$ cat config.mk
export PLATFORM = sky130hd
export DESIGN_NAME = wb_queue
export DESIGN_NICKNAME = d
export VERILOG_FILES = /design/src/rtl/wb_queue.sv
export SDC_FILE = /design/constraint.sdc
export NUM_CORES = 1
export LEC_CHECK = 0
export CAP_MARGIN = 10
export CORE_ASPECT_RATIO = 0.7
export CORE_UTILIZATION = 25
export DETAILED_ROUTE_END_ITERATION = 8
export PLACE_DENSITY_LB_ADDON = 0.12
export SLEW_MARGIN = 20
export SYNTH_ARGS = -nofsm -noshare
export SYNTH_HDL_FRONTEND = slang
export SYNTH_SLANG_ARGS = --single-unit
$ cat constraint.sdc
create_clock -name clk -period 13.8 [get_ports clk]
set_clock_uncertainty 0.15 [all_clocks]
set_input_delay 2.76 -clock clk [delete_from_list [all_inputs] [get_ports clk]]
set_output_delay 2.76 -clock clk [all_outputs]
set_load 0.01 [all_outputs]
$ cat src/rtl/wb_queue.sv
// Write-back queue feeding the 8 x 16-bit register file write port.
// Buffers write requests in order, drains one per cycle, and forwards pending data to decode.
module wb_queue #(
  parameter int DEPTH  = 4,
  parameter int DATA_W = 16,
  parameter int REG_W  = 3
) (
  input  logic                     clk,
  input  logic                     rst_n,
  input  logic                     in_valid,
  output logic                     in_ready,
  input  logic [REG_W-1:0]         in_dr,
  input  logic [DATA_W-1:0]        in_data,
  input  logic                     drain_en,
  output logic                     rf_we,
  output logic [REG_W-1:0]         rf_dr,
  output logic [DATA_W-1:0]        rf_data,
  input  logic [REG_W-1:0]         sr1,
  input  logic [REG_W-1:0]         sr2,
  output logic                     sr1_hit,
  output logic [DATA_W-1:0]        sr1_fwd,
  output logic                     sr2_hit,
  output logic [DATA_W-1:0]        sr2_fwd,
  output logic [$clog2(DEPTH):0]   count
);

  localparam int PTR_W = $clog2(DEPTH);
  localparam int CNT_W = PTR_W + 1;

  logic [REG_W-1:0]  dr_mem   [DEPTH];
  logic [DATA_W-1:0] data_mem [DEPTH];
  logic [DEPTH-1:0]  vld;
  logic [PTR_W-1:0]  head;
  logic [PTR_W-1:0]  tail;
  logic              push;
  logic              pop;
  logic              not_empty;

  assign not_empty = (count != '0);
  assign in_ready  = (count < CNT_W'(DEPTH));
  assign push      = in_valid && in_ready;
  assign rf_we     = drain_en && not_empty;
  assign pop       = rf_we;
  assign rf_dr     = not_empty ? dr_mem[head]   : '0;
  assign rf_data   = not_empty ? data_mem[head] : '0;

  // Control state: pointers, occupancy and per-entry valid bits.
  always_ff @(posedge clk) begin
    if (!rst_n) begin
      head  <= '0;
      tail  <= '0;
      count <= '0;
      vld   <= '0;
    end else begin
      if (push) begin
        vld[tail] <= 1'b1;
        tail      <= tail + PTR_W'(1);
      end
      // Push and pop never target the same slot: that would need count at 0 and DEPTH at once.
      if (pop) begin
        vld[head] <= 1'b0;
        head      <= head + PTR_W'(1);
      end
      case ({push, pop})
        2'b10:   count <= count + CNT_W'(1);
        2'b01:   count <= count - CNT_W'(1);
        default: count <= count;
      endcase
    end
  end

  // Entry payload is not reset; the valid bits alone decide what is live.
  always_ff @(posedge clk) begin
    if (push) begin
      dr_mem[tail]   <= in_dr;
      data_mem[tail] <= in_data;
    end
  end

  // Walk from head to tail so the youngest matching entry overrides older ones.
  always_comb begin
    logic [PTR_W-1:0] idx;
    idx     = '0;
    sr1_hit = 1'b0;
    sr1_fwd = '0;
    sr2_hit = 1'b0;
    sr2_fwd = '0;
    for (int i = 0; i < DEPTH; i++) begin
      idx = head + PTR_W'(i);
      if (vld[idx] && (dr_mem[idx] == sr1)) begin
        sr1_hit = 1'b1;
        sr1_fwd = data_mem[idx];
      end
      if (vld[idx] && (dr_mem[idx] == sr2)) begin
        sr2_hit = 1'b1;
        sr2_fwd = data_mem[idx];
      end
    end
  end

endmodule

# Word-level counts from Yosys, hierarchy flattened
# Memories as Yosys holds them, arrays and structs flattened. A register that Yosys moved wholly into a read port is not among the register bits.
# Index checks and enable logic that the tools add are counted.
# W data, S select, Z words.
[word_totals] mem_count=2 word_cells=87 out_inout_bits=58 input_bits=29 register_bits=11 mem_bits_rw=76
[op_classes] bitwise=3 n_lt_le_gt_ge=8 reduce_logical=14 mux=40 add_sub_neg=6 n_eq_ne=10
[memory_table] memory="data_mem" depth=4 width=16 read_ports=4 rd_clocked_by_memory_dff=1 wr=1 line="31" text="logic [DATA_W-1:0] data_mem [DEPTH];"
[memory_table] memory="dr_mem" depth=4 width=3 read_ports=4 rd_clocked_by_memory_dff=1 wr=1 line="30" text="logic [REG_W-1:0] dr_mem [DEPTH];"
[op_table] op="$mux W16" count=9
[op_table] op="$eq A3 B3 Y1" count=8
[op_table] op="$mux W1" count=16
[op_table] op="$lt A2 B3 Y1 const B" count=5
[op_table] op="$logic_and A1 B1 Y1" count=12
[op_table] op="$mux W4" count=3
[op_table] op="$bmux W1 S2" count=4
[op_table] op="$mux W2" count=4
[op_table] op="$pmux W3 S2" count=1
[op_table] op="$add A2 B1 Y2 const B" count=2
[op_table] op="$add A2 B2 Y2 const B" count=2
[op_table] op="$and A4 B4 Y4" count=1
[op_table] op="$demux W1 S2" count=2
[op_table] op="$ge A2 B1 Y1 const B" count=2
[op_table] op="$not A4 Y4" count=1
[op_table] op="$or A4 B4 Y4" count=1
[op_table] op="$add A3 B1 Y3 const B" count=1
[op_table] op="$lt A3 B3 Y1 const B" count=1
[op_table] op="$mux W3" count=1
[op_table] op="$reduce_bool A3 Y1" count=1
[op_table] op="$sub A3 B1 Y3 const B" count=1
[op_table] op="$eq A2 B1 Y1 const B" count=1
[op_table] op="$eq A2 B2 Y1 const B" count=1
[op_table] op="$reduce_bool A2 Y1" count=1

# Depth between registers and ports, before layout
# Gate-level depths: netlist of the first run.
[depth] ltp_word=9 ltp_mapped=15 depth_no_buf=8

# Least setup slack after synthesis of the first run
# OpenSTA, ideal clock, no wires.
[synth_timing] kind="input-to-output" start="in sr1[0]" end="out sr1_fwd[2]" t_arrival_ns=4.213 n_path_buf=2 path_slack_ns=6.677 cell_stages=6 t_required_ns=10.890 path_cell_list="buf_1 -> xor2_1 -> nor4b_4 -> buf_6 -> a311oi_1 -> o31ai_1"
[synth_via] elab_chain_len=6 word_cells_on_any_way=12 cone_classes="4 x eq/ne; 4 x mux; 4 x reduce/logical"
[synth_lines] element="start, declared" line="18" text="input logic [REG_W-1:0] sr1,"
[synth_lines] element="$eq A3 B3 Y1" line="90" text="if (vld[idx] && (dr_mem[idx] == sr1)) begin"
[synth_lines] element="$logic_and A1 B1 Y1" line="90"
[synth_lines] element="$mux W16 (3 in a row)" line="90"
[synth_lines] element="$mux W16 *" line="90"
[synth_lines] element="end, declared" line="21" text="output logic [DATA_W-1:0] sr1_fwd,"
# Every way passes the cells marked *; elsewhere a longest branch is shown, timed or not.

# Worst setup path after layout of the first run
[layout_timing] start="in sr1[1]" end="out sr1_fwd[10]"
# Same word-level chain as after synthesis.

==> impl_results.md, run 1 <==
- Required time worst endpoint: 10.89 ns
- Area of the core: 25700 sq um
- Worst setup margin: 4.96 ns
- Worst slew pin tran: 1.14 ns
- Num ports: 87
- Clk slew on worst S/H paths: 0.07 ns
- GR Util All Layers: 0.170
- F_max: 113 MHz
- CTS tree: built
- Async SR Flop Fraction: 0
- Setup crit end kind: output port
- Hold wc startpoint: count[2]
- Maximum clock insertion buffer count: 2
- FP Rows: 49
- Initial DRC Count: 415
- CP Launch Type: input port
- Final hold vios: 0
- DR WL/cell: 24.6 um
- Yosys top cell area share: 0.349
- Worst skew pair latency: 0.34 ns
- Share of cells above drive strength 1: 0.201
- Vias per inst: 5.68
- Post-Synthesis Cells: 516
- Max-cap viol count: 0
- Fin crit share: 0.641
- Post-Route WL: 22.3 mm
- Total gr overflow: 0
- Vias in the first global route: 5088
- Clock Tree Root: clkbuf_16
- Post-synthesis sequential area ratio: 0.389
- Worst slack, placed: 4.91 ns
- Hold path depth: 2
- First-pass GRT wire length: 32.9 mm
- Worst VDD drop: 0.0000785 V
- Number of synthesis warnings: 0
- Post_cts resized: 0
- Final setup viols: 0
- Cts hold-fix bufs: 0
- Layout Nets: 612
- Starting Density: 0.254
- Die W: 195 um
- Synthesized area: 6530 sq um
- Synth area leader: edfxtp_1
- Max-slew violation count: 0
- Drt drc: 0
- Flop-to-flop setup slack: 10.90 ns
- Cell Pwr Density: 186 nW/um^2
- Leakage: 2.33 nW
- #FFs+latches synth: 89
- Syn nets: 555
- Netlist cell types: 37
- Top FF cell, synth: edfxtp_1
- Port Buffer Count: 86
- EDFF count, synth: 76
- RSZ-0062 raised after global routing: no
- Non-filler cells, final: 909
- Hpwl dp: 14.4 mm
- Largest net degree at the start of global routing: 52
- Worst path arrival time: 5.93 ns
- H-tree depth: 3
- R2R depth: 9
- Status: completed
- Reg2Reg Launch Point: count[2]
- Kind of critical path: input port to output port
- Max-slew headroom: 0.236
- Die H: 137 um
- Ant diodes: 0
- Total negative slack: 0 ns
- Hold endpoint: count[2]
- Inserted Clock Buffers: 9
- TritonCTS Sinks: 89
- Final Wtd Congestion: 0.775
- Post-DRT Antenna Nets: 0
- # Post-CTS Setup Buffers: 0
- Critical R2R Capture: count[2]
- Die footprint: 26800 sq um
- Fin util: 0.311
- Ranking of synthesized cells by area: edfxtp_1 35%, mux4_2 26%, dfxtp_1 4.0%
- Synthesis-to-finish area growth: 22.4%
- Syn avg cell area: 12.7 sq um
- Initial antenna violation count: 0
- HP Class: flip-flop to flip-flop
- Placed cell count: 892
- CP max FO: 17
- DRT Pass-1 Iters: 7
- DR vias: 5164
- Tmin final: 8.84 ns
[flip-flops by register name (all words and copies together) (netlist names), named ones only]
register	count
data_mem	64
vld	4
count	3
head	2
tail	2
dr_mem	12
[metrics by stage]
step	cell area, sq um	total power [mW]	hold slack [ns]
4_1_cts	7980	1.50	0.437
3_5_place_dp	7660	1.22	0.428
3_3_place_gp	7660	1.22	0.416
6_report	7990	1.48	0.429
2_1_floorplan	6530	0.936	0.390
5_1_grt	7990	1.57	0.478
[synth_stat cells (4+ instances only)]
cell type and number:
edfxtp_1 76, mux4_2 75, nand2_1 35, nor2_1 34, a211oi_1 31, buf_2 22, nor2b_1 21, xnor2_1 21
nor3_1 17, clkbuf_1 16, nor4_1 16, a311oi_1 15, nand3_1 15, o31ai_1 14, dfxtp_1 13, inv_1 11
and2_1 10, xor2_1 10, ha_1 9, o21ai_0 7, and4_1 6, buf_4 6, nand4_1 6, a21oi_1 5
mux4_1 5, buf_1 4
[worst max-delay path: stages]
cell and delay, ns:
clkdlybuf4s50_1 0.58, xnor2_1 0.40, and4_1 0.87, a311oi_1 0.12, o31ai_1 0.55, clkdlybuf4s50_1 0.64
[final cells by class]
| type | count | area, sq um |
|---|---|---|
| multi-input combinational | 364 | 3720 |
| clock buffer | 9 | 225 |
| clock inverter | 7 | 91.3 |
| sequential | 89 | 2550 |
| fill | 2524 | 17700 |
| timing repair buffer | 98 | 955 |
| inverter | 11 | 41.3 |
| tap | 331 | 414 |
[routing by layer]
layer	vias to the layer above	global-route usage	routed length (um)
met4	0	0.0529	395
li1	2193	-	-
met2	289	0.268	10100
met5	-	0	0
met3	39	0.0338	1580
met1	2643	0.237	10200
[cells in the final DEF (no fill, tap or decap), types with 3 or more instances in the layout]
master           count
nor4_1              16
ha_1                 8
nor2b_1             21
clkbuf_16            9
xnor2_1             21
edfxtp_1            76
nand4_1              6
nor2_1              34
a211oi_1            31
o21ai_0              7
xor2_2               3
o31ai_1             14
a21oi_1              5
nand3_1             15
inv_1               11
clkdlybuf4s50_1     86
mux4_2              75
xor2_1               7
and2_1               8
buf_4               11
mux4_1               5
and4_1               6
dfxtp_1             10
a311oi_1            15
nor3_1              16
nand2_1             35
[worst max path at each step]
stage,from,slack (ns),to,depth (start not counted)
floorplan,sr1[0],6.68,sr1_fwd[2],6
global placement,sr1[0],4.95,sr1_fwd[10],6
detailed placement,sr1[0],4.91,sr1_fwd[10],6
CTS,sr1[0],4.86,sr1_fwd[10],6
global route,sr1[1],5.01,sr1_fwd[10],6
finish,sr1[1],4.96,sr1_fwd[10],6
[cells by family (layout without fill, tap and decap cells)]
group | after synthesis | after routing | share of synthesized area
AOI/OAI and AO/OA | 77 | 77 | 0.0883
xor gates and xnor gates | 31 | 31 | 0.0416
adders and majority gates | 10 | 10 | 0.0203
buffers and inverters | 63 | 125 | 0.0466
DFF | 89 | 89 | 0.389
muxes | 81 | 81 | 0.280
and+or+nand+nor | 165 | 165 | 0.134
[power breakdown]
part           leakage, nW  switching, mW  internal (mW)
clock network        0.158          0.109          0.159
logic                 1.37          0.428          0.393
registers            0.805         0.0607          0.333
No activity file was read; power rests on OpenSTA's default activity.
==> run 2: changes to the inputs <==
==> constraint.sdc (replaced) <==
create_clock -name clk -period 7.3 [get_ports clk]
set_clock_uncertainty 0.15 [all_clocks]
set_input_delay 1.46 -clock clk [delete_from_list [all_inputs] [get_ports clk]]
set_output_delay 1.46 -clock clk [all_outputs]
set_load 0.01 [all_outputs]
==> impl_results.md, run 2 (synthesis gave the netlist of run 1 again) <==
- Status: completed (unchanged)
- Setup crit end kind: output port (unchanged)
- Kind of critical path: flip-flop to output port (was input port to output port)
- H-tree depth: 3 (unchanged)
- # Post-CTS Setup Buffers: 0 (unchanged)
- GR Util All Layers: 0.164 (was 0.170)
- Post-Route WL: 21.4 mm (was 22.3 mm)
- Fin util: 0.312 (was 0.311)
- Starting Density: 0.254 (unchanged)
- Placed cell count: 902 (was 892)
- Final setup viols: 0 (unchanged)
- Max reg flops: 64 (unchanged)
- Max-slew headroom: 0.291 (was 0.236)
- Delay-heaviest family, CP: simple AND/OR/NAND/NOR gates (was buffers and inverters)
- Drt drc: 0 (unchanged)
- Initial antenna violation count: 1 (was 0)
- Tmin final: 6.30 ns
- Worst VDD drop: 0.000124 V (was 0.0000785 V)
- Num ports: 87 (unchanged)
- CP max FO: 19 (was 17)
- Final Wtd Congestion: 0.808 (was 0.775)
- Worst slew pin tran: 1.06 ns (was 1.14 ns)
- Area of the core: 25700 sq um (unchanged)
- Max-slew violation count: 0 (unchanged)
- Non-filler cells, final: 918 (was 909)
- Layout Nets: 621 (was 612)
- Port Buffer Count: 86 (unchanged)
- First-pass GRT wire length: 31.8 mm (was 32.9 mm)
- Post_cts resized: 0 (unchanged)
- Crit path top cell by count: a211oi_1 (was clkdlybuf4s50_1)
- Inserted Clock Buffers: 9 (unchanged)
- CP bufs+invs: 2 (unchanged)
- Largest regs: data_mem: 64 flops, dr_mem: 12 flops, vld: 4 flops (unchanged)
- Fin crit share: 0.863
- Share of cells above drive strength 1: 0.201 (about the same)
- Hold WS: 0.429 ns (about the same)
- CP Launch Type: flip-flop (was input port)
- RSZ-0062 raised after global routing: no (unchanged)
- Die W: 195 um (unchanged)
- Vias per inst: 5.44 (was 5.68)
- Final hold vios: 0 (unchanged)
- Cell Pwr Density: 346 nW/um^2 (was 186 nW/um^2)
- Max-cap viol count: 0 (unchanged)
- Crit path max-delay cell type: and4_1 (unchanged)
- F_max: 159 MHz
- Clock Tree Root: clkbuf_16 (unchanged)
- HP Class: flip-flop to flip-flop (unchanged)
- Die H: 137 um (unchanged)
- Highest-count cells in the layout ignoring fill and taps: 86 x clkdlybuf4s50_1, 76 x edfxtp_1, 75 x mux4_2 (unchanged)
- DR vias: 4995 (was 5164)
- Flop-to-flop setup slack: 4.40 ns (was 10.90 ns)
- Worst skew pair latency: 0.36 ns (was 0.34 ns)
- Post-DRT Antenna Nets: 0 (unchanged)
- Leakage: 2.36 nW (was 2.33 nW)
- Register with the most flip-flops: data_mem (unchanged)
- Cts hold-fix bufs: 0 (unchanged)
- Vias in the first global route: 4884 (was 5088)
- Total gr overflow: 0 (unchanged)
- Maximum clock insertion buffer count: 2 (unchanged)
- Largest net degree at the start of global routing: 55 (was 52)
- DR WL/cell: 23.3 um (was 24.6 um)
- Hpwl dp: 14.2 mm (was 14.4 mm)
- DRT Pass-1 Iters: 5 (was 7)
- Initial DRC Count: 559 (was 415)
- Critical-path cell list: inv_1 > ha_2 > mux4_2 > xnor2_1 > and4_1 > a211oi_1 > a211oi_1 > clkdlybuf4s50_1 (was clkdlybuf4s50_1 > xnor2_1 > and4_1 > a311oi_1 > o31ai_1 > clkdlybuf4s50_1)
- CTS tree: built (unchanged)
- Commonest non-fill, non-tap cell in the layout: clkdlybuf4s50_1 (unchanged)
- Die footprint: 26800 sq um (unchanged)
- Synthesis-to-finish area growth: 22.7% (was 22.4%)
- Ant diodes: 0 (unchanged)
- Required time worst endpoint: 5.69 ns (was 10.89 ns)
- Total negative slack: 0 ns (unchanged)
- FP Rows: 49 (unchanged)
- Worst path arrival time: 4.69 ns (was 5.93 ns)
- Slowest cell delay on critical path: 0.85 ns (was 0.87 ns)
- TritonCTS Sinks: 89 (unchanged)
- Clk slew on worst S/H paths: 0.06 ns (was 0.07 ns)
-- run 2: metrics by stage --
stage          power (mW)  setup slack, ns  cell area (sq um)
3_3_place_gp         2.32             1.22               7710
6_report             2.77            0.998               8010
4_1_cts              2.81            0.989               8010
2_1_floorplan        1.77             2.12               6530
5_1_grt              2.94            0.739               8010
3_5_place_dp         2.32             1.17               7710
-- run 2: cell type report --
cell class / count / area, sq um
clock buffers: 9 / 225
multi-input cells: 364 / 3690
clock inverters: 7 / 76.3
fillers: 2526 / 17700
repair buffers: 107 / 1020
flip-flops and latches: 89 / 2550
well taps: 331 / 414
inverters: 11 / 41.3
-- run 2: power breakdown --
| part | leakage [nW] | total [mW] | switching (mW) | internal, mW |
|---|---|---|---|---|
| registers | 0.804 | 0.716 | 0.0874 | 0.629 |
| logic | 1.41 | 1.58 | 0.817 | 0.761 |
| clock network | 0.144 | 0.477 | 0.209 | 0.268 |
| total | 2.36 | 2.77 | 1.11 | 1.66 |
-- run 2: per-layer routing --
metal	up-vias	GRT usage	share of wire	routed length, um
met1	2538	0.239	0.48	10300
met2	234	0.253	0.45	9550
met5	-	0	0	0
li1	2210	-	-	-
met3	13	0.0313	0.065	1390
met4	0	0.0346	0.0082	175
-- run 2: worst paths after layout --
check                              start          to  depth (start not counted)
worst min register to register  count[2]    count[2]                          2
worst min-delay path            count[2]    count[2]                          2
worst max-delay path             head[0]  sr2_fwd[6]                          8
worst max register to register  count[2]    count[2]                          9
-- run 2: worst reg2reg max path, cell delays in order (launching register included) --
cell      delay, ns
dfxtp_1        0.43
nor3_2         0.05
buf_4          0.23
nor2b_1        0.59
ha_1           0.31
inv_1          0.06
fa_1           0.37
xor2_1         0.16
or3_1          0.31
a21boi_0       0.17
==> run 3: changes to the inputs <==
--- a/config.mk
+++ b/config.mk
@@ -10,6 +10,7 @@
 export CORE_UTILIZATION = 25
 export DETAILED_ROUTE_END_ITERATION = 8
 export PLACE_DENSITY_LB_ADDON = 0.12
+export REMOVE_ABC_BUFFERS = 1
 export SLEW_MARGIN = 20
 export SYNTH_ARGS = -nofsm -noshare
 export SYNTH_HDL_FRONTEND = slang
==> impl_results.md, run 3 (synthesis gave the netlist of run 1 again) <==
- DR WL/cell: 23.1 um (was 23.3 um)
- Initial DRC Count: 414 (was 559)
- Worst VDD drop: 0.000164 V (was 0.000124 V)
- Sequential cell area: 2550 sq um (about the same)
- Worst setup margin: 1.15 ns (was 0.998 ns)
- Synthesis-to-finish area growth: 22.7% (about the same)
- Final setup viols: 0 (unchanged)
- Setup crit end kind: output port (unchanged)
- Highest-count cells in the layout ignoring fill and taps: 86 x clkdlybuf4s50_1, 76 x edfxtp_1, 75 x mux4_2 (unchanged)
- Reg2Reg Launch Point: count[2] (unchanged)
- Max-slew violation count: 0 (unchanged)
- CP Launch Type: flip-flop (unchanged)
- Status: completed (unchanged)
- First-pass GRT wire length: 32.2 mm (was 31.8 mm)
- Post-DRT Antenna Nets: 0 (unchanged)
- Die H: 137 um (unchanged)
- CTS tree: built (unchanged)
- HP Class: flip-flop to flip-flop (unchanged)
- Area of the core: 25700 sq um (unchanged)
- Final hold vios: 0 (unchanged)
- Filler Cell Count: 2530 (was 2526)
- Commonest non-fill, non-tap cell in the layout: clkdlybuf4s50_1 (unchanged)
- Ant diodes: 0 (unchanged)
- Max-slew headroom: 0.312 (was 0.291)
- Port Buffer Count: 86 (unchanged)
- Critical-path cell list: inv_1 > ha_2 > buf_4 > mux4_2 > nand4_1 > buf_4 > a311oi_1 > o31ai_1 > clkdlybuf4s50_1 (was inv_1 > ha_2 > mux4_2 > xnor2_1 > and4_1 > a211oi_1 > a211oi_1 > clkdlybuf4s50_1)
- Hpwl dp: 14.6 mm (was 14.2 mm)
- Crit path max-delay cell type: nand4_1 (was and4_1)
- Die footprint: 26800 sq um (unchanged)
- Share of cells above drive strength 1: 0.204 (was 0.201)
- DR vias: 5004 (was 4995)
- Delay-heaviest family, CP: buffers and inverters (was simple AND/OR/NAND/NOR gates)
- Critical Path Start: head[0] (unchanged)
- Worst slack, placed: 1.30 ns (was 1.17 ns)
- Fin crit share: 0.842 (was 0.863)
- CP max FO: 19 (unchanged)
- Die W: 195 um (unchanged)
- Leakage: 2.36 nW (about the same)
- Inserted Clock Buffers: 9 (unchanged)
- Max reg flops: 64 (unchanged)
- # Post-CTS Setup Buffers: 0 (unchanged)
- FP Rows: 49 (unchanged)
- Total Power: 2.75 mW (was 2.77 mW)
- Vias per inst: 5.44 (about the same)
- Register with the most flip-flops: data_mem (unchanged)
- Area taken by multi-input logic gates: 3690 sq um (unchanged)
- Cell Pwr Density: 343 nW/um^2 (was 346 nW/um^2)
- Starting Density: 0.254 (unchanged)
- Required time worst endpoint: 5.69 ns (about the same)
- Layout Nets: 623 (was 621)
- Drt drc: 0 (unchanged)
- Total gr overflow: 0 (unchanged)
- TritonCTS Sinks: 89 (unchanged)
- WL met2: 9.21 mm (was 9.55 mm)
- Post-Route WL: 21.3 mm (was 21.4 mm)
- DR top layer: met4 (unchanged)
- Wire length on met3: 1.74 mm (was 1.39 mm)
- H-tree depth: 3 (unchanged)
- Largest net degree at the start of global routing: 49 (was 55)
- Largest regs: data_mem: 64 flops, dr_mem: 12 flops, vld: 4 flops (unchanged)
- Final Wtd Congestion: 0.803 (was 0.808)
- Num ports: 87 (unchanged)
- Hold wc startpoint: count[2] (unchanged)
- Tmin final: 6.15 ns (was 6.30 ns)
- DRT Pass-1 Iters: 4 (was 5)
- RSZ-0062 raised after global routing: no (unchanged)
- Worst slew pin tran: 1.03 ns (was 1.06 ns)
- Post_cts resized: 0 (unchanged)
- Clk slew on worst S/H paths: 0.06 ns (about the same)
- Max-cap viol count: 0 (unchanged)
- Cts hold-fix bufs: 0 (unchanged)
- F_max: 163 MHz (was 159 MHz)
- Kind of critical path: flip-flop to output port (unchanged)
- Met1 wire length: 10.1 mm (was 10.3 mm)
- Clock Tree Root: clkbuf_16 (unchanged)
- Crit path top cell by count: buf_4 (was a211oi_1)
- Slowest cell delay on critical path: 0.77 ns (was 0.85 ns)
- Fin util: 0.312 (about the same)
- Vias in the first global route: 4952 (was 4884)
- Initial antenna violation count: 0 (was 1)
- Worst path arrival time: 4.54 ns (was 4.69 ns)
- CP bufs+invs: 4 (was 2)
- GR Util All Layers: 0.165 (was 0.164)
- Worst skew pair latency: 0.35 ns (was 0.36 ns)
- Maximum clock insertion buffer count: 2 (unchanged)
[run 3: report_power, final]
group	leakage [nW]	switching (mW)	internal, mW
logic	1.42	0.794	0.761
registers	0.805	0.105	0.629
clock network	0.136	0.197	0.263
[run 3: path summary, 6_finish.rpt]
check,endpoint,slack (ns),cells past startpoint
worst max register to register,count[2],4.24,9
worst min-delay path,count[2],0.43,2
worst max-delay path,sr1_fwd[0],1.15,9
worst min register to register,count[2],0.43,2
[run 3: cell type report]
class / count / share of cell area
Timing Repair Buffer: 109 / 0.129
Multi-Input combinational cell: 364 / 0.461
Tap cell: 331 / 0.0517
Clock buffer: 10 / 0.0286
Sequential cell: 89 / 0.318
Clock inverter: 6 / 0.00734
Inverter: 11 / 0.00515
[run 3: stage by stage]
step | instance area (sq um) | instances | setup TNS [ns] | hold slack [ns]
floorplan | 6270 | 464 | -9.48 | 0.389
global placement | 7730 | 904 | 0 | 0.427
detailed placement | 7730 | 904 | 0 | 0.425
CTS | 8020 | 920 | 0 | 0.437
global route | 8020 | 920 | 0 | 0.468
finish | 8020 | 920 | 0 | 0.428
[run 3: per-layer routing]
layer  track usage  up-vias
li1              -     2212
met5             0        -
met3        0.0460       18
met1         0.236     2537
met2         0.249      237
met4        0.0328        0
[run 3: tightest hold or removal path, stage by stage, from the launching register on]
cell and delay [ns]:
dfxtp_1 0.36, o21ai_0 0.09, a21boi_0 0.07
